`src/rtl/pipelined_adder_pkg.sv`:
```
// rtl/pipelined_adder_pkg.sv - shared op type, segment arithmetic and configuration checks
package pipelined_adder_pkg;

    typedef enum logic {
        OP_ADD = 1'b0,
        OP_SUB = 1'b1
    } op_e;

    // Width of one carry segment; a zero stage count falls back to one segment
    function automatic int seg_width(input int width, input int stages);
        return (stages > 0) ? width / stages : width;
    endfunction

    // Legal configurations split WIDTH into STAGES equal, non-empty segments
    function automatic bit cfg_ok(input int width, input int stages);
        return (stages >= 1) && (width >= stages) && ((width % stages) == 0);
    endfunction

    // Bit position of the least significant bit of segment idx
    function automatic int seg_lo(input int idx, input int seg_w);
        return idx * seg_w;
    endfunction

endpackage

```
`src/rtl/adder_stage.sv`:
```
// rtl/adder_stage.sv - one carry segment of pipelined_adder with its valid, carry and skew registers
module adder_stage
    import pipelined_adder_pkg::*;
#(
    parameter int WIDTH   = 64,
    parameter int SEG_W   = 16,
    parameter int IDX     = 0
`ifdef PIPELINED_ADDER_FLAGS_EN
    ,
    parameter bit IS_LAST = 1'b1
`endif
) (
    input  logic             clk,
    input  logic             rst_n,
    input  logic             en,
    input  logic             valid_i,
    input  logic             carry_i,
    input  logic [WIDTH-1:0] word_i,
    input  logic [WIDTH-1:0] b_i,
    output logic             valid_o,
    output logic             carry_o,
    output logic [WIDTH-1:0] word_o,
    output logic [WIDTH-1:0] b_o
`ifdef PIPELINED_ADDER_FLAGS_EN
    ,
    output logic             zero_o,
    output logic             neg_o,
    output logic             ovf_o
`endif
);
    localparam int LO = seg_lo(IDX, SEG_W);

    logic [SEG_W-1:0] seg_a;
    logic [SEG_W-1:0] seg_b;
    logic [SEG_W:0]   seg_sum;

    logic             valid_d, valid_q;
    logic             carry_d, carry_q;
    logic [WIDTH-1:0] word_d, word_q;
    logic [WIDTH-1:0] b_d, b_q;

    // Add this segment; word carries finished low sum bits and still-pending upper A bits
    always_comb begin
        seg_a   = word_i[LO +: SEG_W];
        seg_b   = b_i[LO +: SEG_W];
        seg_sum = {1'b0, seg_a} + {1'b0, seg_b} + {{SEG_W{1'b0}}, carry_i};
        valid_d = valid_q;
        carry_d = carry_q;
        word_d  = word_q;
        b_d     = b_q;
        if (en) begin
            valid_d              = valid_i;
            carry_d              = seg_sum[SEG_W];
            word_d               = word_i;
            word_d[LO +: SEG_W]  = seg_sum[SEG_W-1:0];
            b_d                  = b_i;
        end
    end

    // Stage registers hold as a whole whenever the pipe is stalled, bubbles included
    always_ff @(posedge clk or negedge rst_n) begin
        if (!rst_n) begin
            valid_q <= 1'b0;
            carry_q <= 1'b0;
            word_q  <= '0;
            b_q     <= '0;
        end else begin
            valid_q <= valid_d;
            carry_q <= carry_d;
            word_q  <= word_d;
            b_q     <= b_d;
        end
    end

    assign valid_o = valid_q;
    assign carry_o = carry_q;
    assign word_o  = word_q;
    assign b_o     = b_q;

`ifdef PIPELINED_ADDER_FLAGS_EN
    logic msb_cin;
    logic zero_d, zero_q;
    logic neg_d, neg_q;
    logic ovf_d, ovf_q;

    // Only the MSB segment sees the complete sum and the carry into bit WIDTH-1
    always_comb begin
        msb_cin = seg_a[SEG_W-1] ^ seg_b[SEG_W-1] ^ seg_sum[SEG_W-1];
        zero_d  = zero_q;
        neg_d   = neg_q;
        ovf_d   = ovf_q;
        if (en && IS_LAST) begin
            zero_d = (word_d == '0);
            neg_d  = word_d[WIDTH-1];
            ovf_d  = msb_cin ^ seg_sum[SEG_W];
        end
    end

    // Flags are registered with the same enable so they stay aligned with the sum
    always_ff @(posedge clk or negedge rst_n) begin
        if (!rst_n) begin
            zero_q <= 1'b0;
            neg_q  <= 1'b0;
            ovf_q  <= 1'b0;
        end else begin
            zero_q <= zero_d;
            neg_q  <= neg_d;
            ovf_q  <= ovf_d;
        end
    end

    assign zero_o = zero_q;
    assign neg_o  = neg_q;
    assign ovf_o  = ovf_q;
`endif

endmodule

```
`src/rtl/pipelined_adder.sv`:
```
// rtl/pipelined_adder.sv - pipelined carry-segmented add/sub; PIPELINED_ADDER_FLAGS_EN adds zero/neg/ovf outputs
module pipelined_adder
    import pipelined_adder_pkg::*;
#(
    parameter int WIDTH  = 64,
    parameter int STAGES = 4
) (
    input  logic             clk,
    input  logic             rst_n,
    input  logic             in_valid,
    output logic             in_ready,
    input  logic [WIDTH-1:0] in_a,
    input  logic [WIDTH-1:0] in_b,
    input  logic             in_cin,
    input  logic             in_sub,
    output logic             out_valid,
    input  logic             out_ready,
    output logic [WIDTH-1:0] out_sum,
    output logic             out_cout
`ifdef PIPELINED_ADDER_FLAGS_EN
    ,
    output logic             out_zero,
    output logic             out_neg,
    output logic             out_ovf
`endif
);
    localparam int SEG_W = seg_width(WIDTH, STAGES);

    if (!cfg_ok(WIDTH, STAGES)) begin : g_bad_cfg
        $error("pipelined_adder: WIDTH must be a non-zero multiple of STAGES");
    end

    op_e              op;
    logic             advance;
    logic             c_eff;
    logic [WIDTH-1:0] b_eff;

    logic [STAGES:0]            valid_w;
    logic [STAGES:0]            carry_w;
    logic [STAGES:0][WIDTH-1:0] word_w;
    logic [STAGES:0][WIDTH-1:0] b_w;
    logic                       unused_b;

    // Operand conditioning and the global stall: the pipe moves only when the output slot can drain
    always_comb begin
        op      = in_sub ? OP_SUB : OP_ADD;
        b_eff   = (op == OP_SUB) ? ~in_b : in_b;
        c_eff   = in_cin ^ (op == OP_SUB);
        advance = out_ready | ~out_valid;
    end

    assign in_ready   = advance;
    assign valid_w[0] = in_valid & advance;
    assign carry_w[0] = c_eff;
    assign word_w[0]  = in_a;
    assign b_w[0]     = b_eff;

`ifdef PIPELINED_ADDER_FLAGS_EN
    logic [STAGES-1:0] zero_w;
    logic [STAGES-1:0] neg_w;
    logic [STAGES-1:0] ovf_w;
    logic              unused_flags;
`endif

    for (genvar k = 0; k < STAGES; k++) begin : g_stage
        adder_stage #(
            .WIDTH   (WIDTH),
            .SEG_W   (SEG_W),
            .IDX     (k)
`ifdef PIPELINED_ADDER_FLAGS_EN
            ,
            .IS_LAST (k == STAGES - 1)
`endif
        ) u_stage (
            .clk     (clk),
            .rst_n   (rst_n),
            .en      (advance),
            .valid_i (valid_w[k]),
            .carry_i (carry_w[k]),
            .word_i  (word_w[k]),
            .b_i     (b_w[k]),
            .valid_o (valid_w[k+1]),
            .carry_o (carry_w[k+1]),
            .word_o  (word_w[k+1]),
            .b_o     (b_w[k+1])
`ifdef PIPELINED_ADDER_FLAGS_EN
            ,
            .zero_o  (zero_w[k]),
            .neg_o   (neg_w[k]),
            .ovf_o   (ovf_w[k])
`endif
        );
    end

    assign out_valid = valid_w[STAGES];
    assign out_cout  = carry_w[STAGES];
    assign out_sum   = word_w[STAGES];
    // The B skew register leaving the last stage has no consumer
    assign unused_b  = ^b_w[STAGES];

`ifdef PIPELINED_ADDER_FLAGS_EN
    assign out_zero     = zero_w[STAGES-1];
    assign out_neg      = neg_w[STAGES-1];
    assign out_ovf      = ovf_w[STAGES-1];
    assign unused_flags = ^{zero_w, neg_w, ovf_w};
`endif

endmodule

```
`config.mk`:
```
export PLATFORM = sky130hd
export DESIGN_NAME = pipelined_adder
export DESIGN_NICKNAME = d
export VERILOG_FILES = /design/src/rtl/pipelined_adder_pkg.sv /design/src/rtl/adder_stage.sv /design/src/rtl/pipelined_adder.sv
export SDC_FILE = /design/constraint.sdc
export NUM_CORES = 1
export LEC_CHECK = 0
export CAP_MARGIN = 10
export CORE_MARGIN = 2
export CORE_UTILIZATION = 62
export CTS_BUF_LIST = sky130_fd_sc_hd__clkbuf_8
export DETAILED_ROUTE_END_ITERATION = 6
export MAX_ROUTING_LAYER = met4
export PLACE_DENSITY = 0.88
export SLEW_MARGIN = 0
export SYNTH_ARGS = -nofsm -noshare
export SYNTH_HDL_FRONTEND = slang
export SYNTH_SLANG_ARGS = --single-unit
```
`constraint.sdc`:
```
create_clock -name clk -period 5.65 [get_ports clk]
set_clock_uncertainty 0.05 [all_clocks]
set_input_delay 1.13 -clock clk [delete_from_list [all_inputs] [get_ports clk]]
set_output_delay 1.13 -clock clk [all_outputs]
set_load 0.01 [all_outputs]
```
# --- After elaboration in Yosys (flattened, before gate mapping) ---
# Cells that the tools add are included.
word_totals:
  register_bits: 456
  in_bits: 134
  out_inout_bits: 67
  elab_cells: 30
op_classes:
  n_addsub: 8
  mux: 2
  bitwise_logic: 5
op_table:
  columns: ["operator", "count"]
  rows:
  - ["16-bit by 16-bit adder with 17-bit output", 4]
  - ["17-bit by 1-bit adder with 17-bit output", 4]
  - ["64-bit 2-to-1 mux", 1]
  - ["64-bit inverter", 1]
  - ["1-bit bitwise AND", 1]
  - ["1-bit 2-to-1 mux", 1]
  - ["1-bit inverter", 1]
  - ["1-bit bitwise OR", 1]
  - ["1-bit XOR", 1]

# --- Longest topological paths before layout ---
logic_depth:
  word_depth: 4
  depth_mapped: 13
  mapped_depth_nobuf: 11

# --- By module ---
# A second synthesis with hierarchy kept.
hier_totals:
  cells_unflattened: 1649
  hier_area_um2: 23138.4
by_module_without_submodules:
  columns: ["mod", "seq_area_each_um2", "cells_each", "area_per_inst_um2", "instances"]
  rows:
  - ["adder_stage (g_stage[0].u_stage ...)", 3253.1, 395, 5611.6, 3]
  - ["adder_stage (g_stage[3].u_stage)", 3253.1, 390, 5602.9, 1]
  - ["pipelined_adder", 0.0, 74, 700.7, 1]

# --- Least setup slack after synthesis ---
# Ideal clock, no wire load.
synth_path:
  kind: "input-to-reg"
  startpoint: "input port in_sub"
  endpoint: "register g_stage[0].u_stage.word_q[12]"
  setup_ns: 0.130
  t_required_ns: 5.470
  path_stages: 13
  path_buffers: 2
  t_arrival_ns: 3.966
  slack_ns: 1.505
  path_cell_list: "buf_2 > buf_1 > xnor2_1 > fa_1 > inv_1 > fa_1 > a21o_1 > a221oi_2 > nor3_1 > or3_1 > a21oi_2 > xor2_1 > o21ai_1"
synth_via:
  elab_chain_cells: 4
  elab_cells_between_ends: 5
  classes_between: "2 x add/sub; 2 x mux; 1 x bitwise"
synth_rtl:
  columns: ["item", "line_no", "text"]
  rows:
  - ["start: declaration", "pipelined_adder.sv:15", "input logic in_sub,"]
  - ["1-bit 2-to-1 mux *", "pipelined_adder.sv:46", "op = in_sub ? OP_SUB : OP_ADD;"]
  - ["64-bit 2-to-1 mux", "pipelined_adder.sv:47", "b_eff = (op == OP_SUB) ? ~in_b : in_b;"]
  - ["16-bit by 16-bit adder with 17-bit output", "adder_stage.sv:46", "seg_sum = {1'b0, seg_a} + {1'b0, seg_b} + {{SEG_W{1'b0}}, carry_i};"]
  - ["17-bit by 1-bit adder with 17-bit output *", "adder_stage.sv:46", null]
  - ["end signal: assignment", "adder_stage.sv:70", "word_q <= word_d;"]
  - ["end: declaration", "adder_stage.sv:39", "logic [WIDTH-1:0] word_d, word_q;"]
# Every way passes the cells marked *; elsewhere a longest branch is shown, timed or not.
# A chain may end at the register's enable or synchronous reset.

# --- Worst setup path after layout ---
layout_path:
  startpoint: "input port out_ready"
  endpoint: "output port in_ready"
layout_via:
  elab_chain_cells: 1
layout_rtl:
  columns: ["item", "line_no", "text"]
  rows:
  - ["start: declaration", "pipelined_adder.sv:17", "input logic out_ready,"]
  - ["1-bit bitwise OR", "pipelined_adder.sv:49", "advance = out_ready | ~out_valid;"]
  - ["end: declaration", "pipelined_adder.sv:11", "output logic in_ready,"]
# Every way passes these cells.

==> results.md <==
- Status: finished, violations left
- Failing checks: design-rule violations
- Synth Area in Compound Gates: 0.0939
- Yosys Warn Count: 0
- Initial DRC count: 935
- DR vias/cell: 5.31
- FP Rows: between 50 and 60
- Area post-placement: approximately 19000 um2
- Pleak: slightly below 0.01 uW
- Synth Area in Simple Gates: 0.219
- CP peak stage delay: 0.61 ns
- Routed via count: 12700
- Cell area after synthesis: approximately 17000 um2
- Die Footprint: between 20000 and 30000 um2
- Share of cells above drive strength 1: 0.0519
- Cell family with most CP delay: buffers and inverters
- Worst vdd ir: roughly 0.27 mV
- # IOs: approximately 200
- Grt met2 use: 0.453
- First-pass GRT wire length: around 60000 um
- Worst slew pin tran: ~1.1 ns
- Switching Share: 0.377
- Synth async-reset ratio: 1.00
- Worst Hold Class: reg2reg
- Sequential fraction of the synthesis area: 0.545
- Maxcap violations: 0
- Crit-path max FO: 32
- DP HPWL: roughly 23000 um
- Crit path max-delay cell type: nor2b_4
- CTS tree: yes
- Synth Area in XOR/XNOR: 0.0609
- Reg2reg setup slack: approximately 2.4 ns
- Synth top area share: 0.545
- Met3 Usage GRT: 0.0329
- PD cells: about 560 nW/um2
- Clock root buffer: clkbuf_8
- Fin Setup TNS: 0 ns
- Max Clock Freq: roughly 240 MHz
- Mean Syn Cell Area: ~9 um2
- Setup violations, final: 0
- Logic pwr share: 0.408
- Routability congestion estimate: between 0.8 and 0.9
- Reg power frac: 0.395
- Post-layout net count: ~2200
- CP Data Required Time: 4.47 ns
- GRT Max-Usage Layer: met2
- Most frequent CP cell: clkdlybuf4s50_1
- Predominant post-synthesis flop cell: dfrtp_1
- Drt pass-1 iters: 7
- CTS Buf Count: 55
- Synth Instances: 1844
- Cell area after layout: about 20000 um2
- Post-synth top area cell: dfrtp_1
- Clock Power Share: 0.197
- Post-cts resize count: 0
- CTS H-tree lvls: 2
- Fin crit period: ~4.2 ns
- WL per Instance: ~15 um
- Clk sinks: 360
- Post-CTS Setup Inserts: 0
- Worst Path Buf+Inv: 3
- Syn_nets: 2046
- Largest family of logic cells by synthesized area: simple AND/OR/NAND/NOR gates
- Hold_buf cts: 0
- Int Power: 6930 uW
- Final hold vios: 0
- Final worst path period share: 0.735
- Met1 global-route usage: 0.334
- Initial antenna violation count: 1
- Initial Util: 0.633
- Area Overhead vs Synth: 20.3%
- Total Wirelength: roughly 35000 um
- Critical Path AT: roughly 3.0 ns
- Largest net degree at the start of global routing: around 280
- Register bit count reported by yosys: between 300 and 400
- Placed Cells: around 2300
- Number of synthesized flops with an enable pin: 0
- Die W: ~170 um
- Crit. End Element: output pin
- Sw power: between 4000 and 5000 uW
- Mux cell area share after synthesis: 0.00189
- Setup Crit Path Kind: in2out
- RSZ-0062 raised after global routing: false
- Vias in the first global route: approximately 13000
- Final Power: between 10000 and 15000 uW
- Core ar.: 26100 um2
- Critical-path cell list: clkdlybuf4s50_1, nor2b_4, inv_8, clkdlybuf4s50_1
- Clock transition at path regs: ~0.060 ns
- Clk Latency, worst-skew pair: about 0.59 ns
- Top cells by area, synth: dfrtp_1, nand2_1, ha_1, xnor2_1, o21ai_0
- FILL cells: about 1800
- Clock Path Buffers: 3
- Port Buffers: 200
- Final ANT Viol Nets: 0
- Finished Layout Cells: 2399
- Final Max Tran Viols: 0
- DRC violation count after routing: 9
- Worst slew margin: 0.253
- Distinct cells, synth: a little under 60
- Worst setup SP type: primary input
- Adder-cell share of the synthesized area: 0.0551
- GRT Util Overall: 0.267
- Die Y: 167 um
- Commonest cells in the netlist: nand2_1, dfrtp_1, o21ai_0
- Most frequent cell after synthesis: nand2_1
- Grt ovf: 0
-- power by group through the flow --
stage,Clock [uW],Sequential [uW],Combinational [uW]
2_1_floorplan,0,4370,3050
3_3_place_gp,0,4370,4280
3_5_place_dp,0,4430,4510
4_1_cts,2230,4400,4560
5_1_grt,2360,4540,5120
6_report,2190,4400,4540
-- layout by cell type, fill, tap and decap left out, types with 4 or more instances in the layout --
cell,n
xor2_1,41
fa_1,8
o21a_1,4
or3_1,5
nand2_1,852
a21o_1,33
clkinv_2,7
clkbuf_8,70
nand2b_1,5
a211oi_1,6
nor2_1,40
o21ai_1,19
nor3_1,6
clkdlybuf4s50_1,198
a21oi_1,66
buf_12,4
o21bai_1,10
xnor2_1,74
ha_1,60
buf_4,5
and3_1,5
nand3_1,8
o21ai_0,82
dfrtp_1,360
o31ai_1,7
inv_1,33
a31oi_1,4
-- final timing paths --
kind,from,end,cells after the start
max reg2reg,g_stage[2].u_stage.b_o[48]$_DFFE_PN0N_,g_stage[3].u_stage.carry_o$_DFFE_PN0N_,9
min in group asynchronous,rst_n,g_stage[0].u_stage.b_o[21]$_DFFE_PN0N_,1
min,g_stage[3].u_stage.word_o[30]$_DFFE_PN0N_,g_stage[3].u_stage.word_o[30]$_DFFE_PN0N_,2
min reg2reg,g_stage[3].u_stage.word_o[30]$_DFFE_PN0N_,g_stage[3].u_stage.word_o[30]$_DFFE_PN0N_,2
max in group asynchronous,rst_n,g_stage[1].u_stage.word_o[28]$_DFFE_PN0N_,2
max,out_ready,in_ready,4
-- flip-flops by register name, summed over array words and instances, names as in the netlist --
signal                   count
g_stage.u_stage.b_o         96
g_stage.u_stage.carry_o      4
g_stage.u_stage.valid_o      4
g_stage.u_stage.word_o     256
-- final cells by class --
type                    instances  area, um2  area share
diodes                          1       2.50    0.000126
clock buffers                  70        963      0.0484
clock inverters                31        189     0.00950
inverters                      15       63.8     0.00321
multi-input cells            1379       7140       0.359
flip-flops and latches        360       9010       0.453
well taps                     335        419      0.0211
repair buffers                208       2110       0.106
-- cells by family after synthesis --
logic type | Yosys count
and+or+nand+nor | 938
DFF | 360
AOI/OAI and AO/OA | 255
xor gates and xnor gates | 115
buffers and inverters | 105
adders and majority gates | 68
muxes | 3
-- worst reg2reg max path, delay by kind of cell, from the launching register on --
family                   cells  cell delay (ns)
AO/OA/AOI/OAI                6             1.55
AND/OR/NAND/NOR              1             0.14
flip-flops                   1             0.41
adder cells (fa/ha/maj)      2             0.94
-- through the flow --
| step | hold slack, ns | setup slack (ns) | utilization |
|---|---|---|---|
| 2_1_floorplan | 0.380 | 1.50 | - |
| 4_1_cts | 0.417 | 1.49 | 0.761 |
| 3_5_place_dp | 0.405 | 1.51 | 0.717 |
| 6_report | 0.414 | 1.50 | 0.761 |
| 5_1_grt | 0.435 | 1.42 | 0.761 |
| 3_3_place_gp | 0.396 | 1.52 | 0.717 |
-- routing by layer --
metal,vias to the layer above,wire length (um)
met1,6048,14600
met4,0,1090
met5,-,0
li1,6281,-
met2,332,18100
met3,71,1510
Power figures use the tool's default switching activity.
